==> src/rtl/scroll_controller.sv <==
// Endless-runner scroll/speed/score sequencer: IDLE/RUN/PAUSE/OVER FSM with speed ramp and BCD score.
// All outputs registered (one-cycle latency from frame_tick); no backpressure, every input is sampled each cycle.
module scroll_controller #(
   parameter int BASE_SPEED   = 2,
   parameter int MAX_SPEED    = 8,
   parameter int RAMP_FRAMES  = 600,
   parameter int SCORE_FRAMES = 6
) (
   input  logic        clk,
   input  logic        rst_n,
   input  logic        frame_tick,
   input  logic        game_halt,
   input  logic        game_over,
   input  logic        game_reset,
   output logic [10:0] scrolladdr,
   output logic [3:0]  speed,
   output logic        speed_up,
   output logic [15:0] score_bcd,
   output logic [15:0] hiscore_bcd,
   output logic [1:0]  state
);

   typedef enum logic [1:0] {
      ST_IDLE  = 2'd0,
      ST_RUN   = 2'd1,
      ST_PAUSE = 2'd2,
      ST_OVER  = 2'd3
   } state_t;

   localparam int RW = $clog2(RAMP_FRAMES);
   localparam int SW = $clog2(SCORE_FRAMES);
   localparam logic [RW-1:0] RAMP_LAST  = RW'(RAMP_FRAMES - 1);
   localparam logic [SW-1:0] SCORE_LAST = SW'(SCORE_FRAMES - 1);
   localparam logic [3:0]    BASE_SPD   = 4'(BASE_SPEED);
   localparam logic [3:0]    MAX_SPD    = 4'(MAX_SPEED);
   localparam logic [15:0]   SCORE_MAX  = 16'h9999;

   state_t        state_q, state_d;
   logic [10:0]   scroll_q, scroll_d;
   logic [3:0]    speed_q, speed_d;
   logic          speed_up_q, speed_up_d;
   logic [15:0]   score_q, score_d;
   logic [15:0]   hiscore_q, hiscore_d;
   logic [RW-1:0] ramp_cnt_q, ramp_cnt_d;
   logic [SW-1:0] score_cnt_q, score_cnt_d;

   function automatic logic [15:0] bcd_inc(input logic [15:0] v);
      logic [15:0] r;
      logic        carry;
      r     = v;
      carry = 1'b1;
      for (int i = 0; i < 4; i++) begin
         if (carry) begin
            if (r[4*i +: 4] == 4'd9) begin
               r[4*i +: 4] = 4'd0;
            end else begin
               r[4*i +: 4] = r[4*i +: 4] + 4'd1;
               carry       = 1'b0;
            end
         end
      end
      return r;
   endfunction

   always_comb begin
      state_d     = state_q;
      scroll_d    = scroll_q;
      speed_d     = speed_q;
      speed_up_d  = 1'b0;
      score_d     = score_q;
      hiscore_d   = hiscore_q;
      ramp_cnt_d  = ramp_cnt_q;
      score_cnt_d = score_cnt_q;

      if (game_reset) begin
         state_d     = ST_IDLE;
         scroll_d    = '0;
         speed_d     = BASE_SPD;
         score_d     = '0;
         ramp_cnt_d  = '0;
         score_cnt_d = '0;
      end else begin
         unique case (state_q)
            ST_IDLE: begin
               // The starting tick only arms the game; it does not move the world.
               if (frame_tick && !game_halt && !game_over) state_d = ST_RUN;
            end
            ST_RUN: begin
               if (game_over) begin
                  state_d = ST_OVER;
                  if (score_q > hiscore_q) hiscore_d = score_q;
               end else if (game_halt) begin
                  state_d = ST_PAUSE;
               end else if (frame_tick) begin
                  scroll_d = scroll_q + {7'd0, speed_q};
                  if (ramp_cnt_q == RAMP_LAST) begin
                     ramp_cnt_d = '0;
                     if (speed_q < MAX_SPD) begin
                        speed_d    = speed_q + 4'd1;
                        speed_up_d = 1'b1;
                     end
                  end else begin
                     ramp_cnt_d = ramp_cnt_q + RW'(1);
                  end
                  if (score_cnt_q == SCORE_LAST) begin
                     score_cnt_d = '0;
                     if (score_q != SCORE_MAX) score_d = bcd_inc(score_q);
                  end else begin
                     score_cnt_d = score_cnt_q + SW'(1);
                  end
               end
            end
            ST_PAUSE: begin
               // Packed BCD with valid digits orders the same as its binary value.
               if (game_over) begin
                  state_d = ST_OVER;
                  if (score_q > hiscore_q) hiscore_d = score_q;
               end else if (!game_halt) begin
                  state_d = ST_RUN;
               end
            end
            default: begin
               state_d = state_q;
            end
         endcase
      end
   end

   always_ff @(posedge clk or negedge rst_n) begin
      if (!rst_n) begin
         state_q     <= ST_IDLE;
         scroll_q    <= '0;
         speed_q     <= BASE_SPD;
         speed_up_q  <= 1'b0;
         score_q     <= '0;
         hiscore_q   <= '0;
         ramp_cnt_q  <= '0;
         score_cnt_q <= '0;
      end else begin
         state_q     <= state_d;
         scroll_q    <= scroll_d;
         speed_q     <= speed_d;
         speed_up_q  <= speed_up_d;
         score_q     <= score_d;
         hiscore_q   <= hiscore_d;
         ramp_cnt_q  <= ramp_cnt_d;
         score_cnt_q <= score_cnt_d;
      end
   end

   assign scrolladdr  = scroll_q;
   assign speed       = speed_q;
   assign speed_up    = speed_up_q;
   assign score_bcd   = score_q;
   assign hiscore_bcd = hiscore_q;
   assign state       = state_q;

endmodule

==> config.mk <==
export PLATFORM = sky130hd
export DESIGN_NAME = scroll_controller
export DESIGN_NICKNAME = d
export VERILOG_FILES = /design/src/rtl/scroll_controller.sv
export SDC_FILE = /design/constraint.sdc
export NUM_CORES = 1
export LEC_CHECK = 0
export CELL_PAD_IN_SITES_DETAIL_PLACEMENT = 1
export CELL_PAD_IN_SITES_GLOBAL_PLACEMENT = 1
export CORE_UTILIZATION = 30
export DETAILED_ROUTE_END_ITERATION = 8
export GPL_TIMING_DRIVEN = 0
export PLACE_DENSITY = 0.64
export SLEW_MARGIN = 0
export SYNTH_ARGS = -nofsm -noshare
export SYNTH_HDL_FRONTEND = slang
export SYNTH_SLANG_ARGS = --single-unit
==> constraint.sdc <==
create_clock -name clk -period 3.65 [get_ports clk]
set_input_delay 1.095 -clock clk [delete_from_list [all_inputs] [get_ports clk]]
set_output_delay 1.095 -clock clk [all_outputs]
set_load 0.01 [all_outputs]
---- Word-level counts from Yosys, hierarchy flattened ----
Cells that the tools add are included.
W data, S select, Z words.
storage, ports and cells
  flip-flop bits (word level) ............. 63
  latch bits .............................. 0
  RAM bits ................................ 0
  bits in read-only memories .............. 0
  bits of input ports ..................... 6
  output and inout bits ................... 50
  logic and storage cells ................. 138
  memories ................................ 0
operators by class
  $add $sub $neg .......................... 8
  multipliers ............................. 0
  div/mod/pow operators ................... 0
  $lt $le $gt $ge ......................... 2
  equal/unequal tests ..................... 14
  shift operators ......................... 0
  multiplexer cells ....................... 78
  bitwise gates (word level) .............. 1
  reductions and logical operators ........ 24
operators with widths
  cell                     count
  $mux W16                 7
  $mux W10                 6
  $mux W4                  14
  $mux W11                 5
  $mux W1                  33
  $reduce_and A7 Y1        3
  $add A4 B1 Y4 const B    5
  $mux W3                  6
  $reduce_bool A2 Y1       9
  $eq A4 B4 Y1 const B     4
  $gt A16 B16 Y1           1
  $ne A16 B16 Y1 const B   1
  $mux W2                  6
  $reduce_and A4 Y1        3
  $reduce_and A6 Y1        2
  $add A11 B4 Y11          1
  $add A10 B1 Y10 const B  1
  $eq A10 B10 Y1 const B   1
  $ne A4 B4 Y1 const B     2
  $pmux W2 S3              1
  $lt A4 B4 Y1 const B     1
  $ne A2 B1 Y1 const B     2
  $reduce_bool A4 Y1       1
  $add A3 B1 Y3 const B    1
  other kinds (9)          11

---- Longest topological paths before layout ----
Gate-level depths: netlist of the first run.
  depth after elaboration ................. 33
  depth in mapped cells ................... 9
  mapped depth without buffers ............ 8

---- Worst setup path after synthesis of the first run ----
No wires, ideal clock.
  path kind ............................... in2reg
  start point ............................. in game_over
  end point ............................... reg score_q[7], in the netlist score_bcd[7]
  setup time .............................. 124 ps
  arrival ................................. 2290 ps
  required time ........................... 3526 ps
  setup slack ............................. 1236 ps
  cell stages on the path ................. 6
  buffers on the path ..................... 2
  path through ............................ nor4bb_1 buf_2 and4b_1 buf_4 a31oi_1 a211o_1
between the ends
  word-level cells in the longest chain between the ends .. 2
RTL lines
  item                         line  text
  start, declared              13    input logic game_over,
  $ne A2 B1 Y1 (no line)       n/a
  $reduce_and A7 Y1 (no line)  n/a
  end signal, assigned         144   score_q <= score_d;
  end, declared                42    logic [15:0] score_q, score_d;
Every way passes these cells.
A chain may end at the register's enable or synchronous reset.

---- Worst setup path in the final report of the first run ----
  start point ............................. in game_reset
  end point ............................... reg score_q[13], in the netlist score_bcd[13]
between the ends
  word-level cells in the longest chain between the ends .. 2
  elaborated cells between the ends (all ways) .. 9
  those cells by class .................... 2 x eq/ne; 1 x mux; 6 x reduce/logical
RTL lines
  item                                                          line  text
  start, declared                                               14    input logic game_reset,
  $ne A2 B1 Y1 (no line) or $reduce_bool A2 Y1 (tied branches)  n/a
  $reduce_and A7 Y1 (no line)                                   n/a
Parallel ways exist; a longest one is shown, timed or not.

==> reports/qor.csv, run 1 <==
metric,value,unit
status,"finished, final reports clean",
Starting Density,31.0,%
core area,12700,um2
grt ovf,0,
Worst-Skew Late Latency,0.33,ns
CTS hold repair buffers,0,
Setup WS post-layout,0.634,ns
Syn Std Cell Area,3940,um2
Max-cap violations,0,
DRC,0,
worst min path class,flip-flop to flip-flop,
fmax,332,MHz
Cell variety after synth,55,
vias in the first global route,3666,
total track usage,18.2,%
CTS sink cnt,63,
Syn Nets,467,
Post-DP HPWL,8.19,mm
Crit. End Element,flip-flop,
number of synthesized flops with an enable pin,0,
global-route wire length before repair,18.8,mm
TritonCTS Buffers,9,
Max VDD drop,0.163,mV
Worst-path clk slew,0.05,ns
CP max-delay cell,clkdlybuf4s50_1,
CTS tree,done,
Synth Register Bits,63,
Final Cycle Share,82.6,%
RSZ-0062 raised after global routing,false,
I/O pins,56,
Startpoint Class,primary input,
most used cell along the critical path,clkbuf_1,
"Largest delay share family, worst path",buffers and inverters,
Combinational Power Share,4.9,%
Clock Tree Buf Depth,2,
post-CTS setup buffers,0,
DP Worst Slack,0.260,ns
Die W,117,um
die span in y,117,um
initial antenna violation count,0,
Placed Area,4710,um2
NetSw,0.388,mW
Ys Warns,0,
clock power share,54.7,%
commonest register cell after synthesis,dfrtp_1,
Final Hold Fails,0,
Cells after Synth,427,
CP peak stage delay,0.57,ns
sw frac,21.9,%
Seq pwr share,40.4,%
Mean Syn Cell Area,9.23,um2
CTS root buf,clkbuf_16,
Crit Path Category,primary input to flip-flop,
max_slew headroom,42.1,%
critical-path cell list,clkdlybuf4s50_1 > clkbuf_1 > buf_1 > clkbuf_1 > nor2_1,
Vias,3496,
antenna diode count,0,
async set-or-reset flop fraction in the synthesized netlist,100,%
vias per std cell,5.23,
final instance area,5040,um2
Crit Path Max Fanout,10,
row count,41,
Nets,533,
sequential area share after synthesis,40.0,%
Cell Pwr Density,352,nW/um2
Layout area overhead,27.8,%
Port Buf Inserts,55,
critical path buffer and inverter count,4,
Finished Core Util,39.6,%
routed wire length,11.5,mm
Initial DRC Count,175,
antenna-violating nets left,0,
Routability Congestion,0.848,
die area,13600,um2
drt first pass iters,4,
Clock H-tree levels,3,
minimum clock period after layout,3.02,ns
Worst-Margin Slew,0.869,ns
final setup fails,0,
internal power,1.38,mW
layout cells sized above 1,6.04,%
leakage dissipation,2.12,nW
Setup TNS Final,0,ns
crit path DAT,3.21,ns
PostCTS Resize Cnt,0,
largest net degree at the start of global routing,64,
Routed WL per cell,17.2,um
WP data required,3.84,ns
max-slew violation count,0,
Setup Skew,0.00273,ns
## worst register-to-register path, stage by stage (launching register included)
cell and delay, ns:
dfrtp_1 0.46, ha_1 0.39, nand4_4 0.16, o21bai_1 0.55, clkbuf_1 0.48, nor4_1 0.10
a32oi_1 0.25, o31ai_1 0.10
## cell families after synthesis
group,share of synthesized area [%]
mux,0.508
flops,40.0
fa+ha+maj,11.0
xor+xnor,4.22
simple gates,20.5
buf+inv,6.54
compound gates,17.2
## layer usage
layer	vias up	part of all wire, %	global-route usage (%)
met5	-	0	0
met4	0	1.5	5.82
met3	13	3.3	4.00
met2	61	49	31.5
met1	1735	46	22.4
li1	1687	-	-
## area by class of cell
class,count,area (um2)
flip-flops and latches,63,1580
repair buffers,55,548
clock buffers,12,267
inverters,42,158
well taps,172,215
fillers,1495,7680
plain buffers,21,100
clock inverters,3,65.1
multi-input cells,301,2110
## metrics by stage
stage / cells / hold WS, ns / power (mW)
2_1_floorplan: 427 / 0.438 / 0.765
3_3_place_gp: 654 / 0.475 / 0.816
3_5_place_dp: 654 / 0.506 / 0.818
4_1_cts: 669 / 0.517 / 1.80
5_1_grt: 669 / 0.539 / 1.83
6_report: 669 / 0.517 / 1.77
## power by group through the flow
stage,sequential (mW),combinational [mW],clock [mW]
floorplan,0.727,0.0386,0
finish,0.716,0.0874,0.969
CTS,0.716,0.0895,0.992
global placement,0.728,0.0874,0
detailed placement,0.728,0.0894,0
global route,0.717,0.0979,1.02
## sequential cells by signal, summed over array words and instances, names as in the netlist
signal       cells
hiscore_bcd     16
speed            4
speed_up         1
ramp_cnt_q      10
scrolladdr      11
score_cnt_q      3
score_bcd       16
state            2
## worst paths after layout
kind / endpoint / depth (start not counted) / startpoint / slack, ns
setup / recovery: score_bcd[13] / 5 / game_reset / 0.63
hold / removal: hiscore_bcd[8] / 2 / hiscore_bcd[8] / 0.52
setup reg to reg: hiscore_bcd[9] / 7 / score_bcd[13] / 1.03
hold reg to reg: hiscore_bcd[8] / 2 / hiscore_bcd[8] / 0.52
max in group asynchronous: ramp_cnt_q[5] / 1 / rst_n / 2.20
min in group asynchronous: hiscore_bcd[2] / 1 / rst_n / 0.86
## synthesized netlist by cell type, types with 3 or more instances
library cell  instances  area share [%]
clkbuf_1             13             1.2
buf_1                 3            0.29
nand2_1              36             3.4
dfrtp_1              62              39
xnor2_1              15             3.3
nor2_1               32             3.0
o31ai_1              19             3.6
a211o_1               3            0.67
a21o_1                5            0.95
and3_1                5            0.79
nand3_1              14             1.8
xor2_1                4            0.89
ha_1                 33              10
a211oi_1              4            0.76
nor3_1                5            0.63
nand4_1              10             1.6
a21oi_1              19             2.4
inv_1                42             4.0
a32oi_1              16             3.6
o21ai_0              14             1.8
o21ai_1               5            0.63
nor4_1               19             3.0
and3b_1               4            0.89
or3_1                 5            0.79
## cell usage in the layout (no fill, tap or decap), drive strengths merged, types with 11 or more instances in the layout
cell type	instances
xnor2	15
nand3	14
ha	33
clkbuf	25
inv	42
a21oi	19
a32oi	16
dfrtp	62
o31ai	19
nand2	36
o21ai	20
nor2	32
clkdlybuf4s50	54
nor4	20
nand4	11
(Power assumes the default switching activity.)
==> run 2: changes to the inputs <==
- PLACE_DENSITY: 0.64 -> 0.66
- clock period: 3.65 -> 2.5 ns (I/O delays scaled with it)
==> reports/qor.csv, run 2 (same netlist as run 1, synthesis figures left out) <==
metric,value,unit
"Largest delay share family, worst path",simple AND/OR/NAND/NOR gates,
vias in the first global route,3741,
CTS tree,done,
Port Buf Inserts,55,
minimum clock period after layout,2.42,ns
total track usage,18.0,%
Max-cap violations,0,
Starting Density,31.0,%
FF-to-FF setup slack,0.08,ns
critical path buffer and inverter count,1,
I/O pins,56,
Die W,117,um
global-route wire length before repair,18.8,mm
vias per std cell,5.26,
WP data required,2.74,ns
Startpoint Class,flip-flop,
Setup WS post-layout,0.0806,ns
die span in y,117,um
final instance area,5130,um2
Critical R2R Launch,score_bcd[5],
crit path DAT,2.66,ns
placed cells,654,
WP depth,7,
Clock H-tree levels,3,
worst hold slack,0.510,ns
worst min path class,primary input to asynchronous set/reset pin,
status,"finished, final reports clean",
multi-input logic area,2160,um2
max_slew headroom,43.6,%
Vias,3568,
Crit Path Category,flip-flop to flip-flop,
grt ovf,0,
Final Cycle Share,96.8,%
TritonCTS Buffers,9,
CP peak stage delay,0.48,ns
largest net degree at the start of global routing,64,
Crit. End Element,flip-flop,
critical-path cell list,ha_1 > nand4_1 > nor4_4 > a211o_1 > clkbuf_1 > a32oi_1 > o31ai_1,
Max VDD drop,0.281,mV
DRC,0,
layout cells sized above 1,10.5,%
routed wire length,11.6,mm
Final Hold Fails,0,
fmax,413,MHz
die area,13600,um2
CTS sink cnt,63,
Placed Area,4710,um2
antenna-violating nets left,0,
leakage dissipation,2.17,nW
CP max-delay cell,clkbuf_1,
Routed WL per cell,17.1,um
Initial DRC Count,260,
post-route insts no fill,678,
Setup crit start,score_bcd[5],
antenna diode count,0,
core area,12700,um2
most frequent cells in the layout,"60 x dfrtp_1, 53 x clkdlybuf4s50_1, 42 x inv_1, 36 x nand2_1",
"commonest non-fill, non-tap cell in the layout",dfrtp_1,
Nets,541,
drt first pass iters,4,
Worst-path clk slew,0.06,ns
Cell Pwr Density,474,nW/um2
max-slew violation count,0,
Clock Tree Buf Depth,2,
Worst-Skew Late Latency,0.34,ns
row count,41,
Routability Congestion,0.862,
Layout area overhead,30.2,%
CTS hold repair buffers,0,
Fill cells,1515,
final setup fails,0,
Register Area,1580,um2
Reg-to-Reg End,hiscore_bcd[8],
CTS root buf,clkbuf_16,
Setup TNS Final,0,ns
Setup Skew,0.00833,ns
Crit Path Max Fanout,10,
FF-to-FF path depth,7,
Worst-Margin Slew,0.846,ns
initial antenna violation count,0,
DP Worst Slack,-0.519,ns
Post-DP HPWL,8.23,mm
==> run 2: cell types whose count changed in the layout (fill, tap and decap cells not counted), sizes merged <==
cell           before  now
dlymetal6s2s        0    1
buf                 9   16
clkbuf             25   26
clkinv              1    3
clkdlybuf4s50      54   53
bufinv              2    1
==> run 2: worst max-delay path by stage <==
stage / end
2_1_floorplan: hiscore_bcd[10]
3_3_place_gp: scrolladdr[5]
3_5_place_dp: score_cnt_q[0]
4_1_cts: score_cnt_q[0]
5_1_grt: hiscore_bcd[12]
6_report: hiscore_bcd[8]
==> run 2: routing by layer <==
layer  vias to the layer above  track usage, %  part of all wire, %
li1                       1696               -                    -
met1                      1779            22.2                   46
met2                        67            31.7                   49
met3                        26            2.75                  2.9
met4                         0            6.41                  2.2
met5                         -               0                    0
==> run 2: cell type report <==
cell class              count  share of cell area (%)
inverters                  42                    3.07
clock inverters             4                   0.878
repair buffers             63                    11.9
multi-input cells         301                    42.2
plain buffers              21                    2.22
flip-flops and latches     63                    30.8
clock buffers              12                    4.80
well taps                 172                    4.19
==> run 2: timing repair <==
action                                  CTS  global route
endpoints found under the setup margin   34            43
pin swaps                                 1             5
gates resized for setup                   5            22
setup buffers                             2             6
gates cloned                              0             0
==> run 2: where the power goes <==
group	internal, mW	total [mW]	switching, mW
clock	0.794	1.26	0.464
combinational	0.0481	0.130	0.0821
sequential	1.03	1.05	0.0171
==> run 2: metrics by stage <==
| step | utilization, % | total power, mW |
|---|---|---|
| global route | 40.3 | 2.50 |
| CTS | 39.5 | 2.46 |
| global placement | 37.0 | 1.19 |
| detailed placement | 37.0 | 1.19 |
| finish | 40.3 | 2.43 |
| floorplan | - | 1.12 |
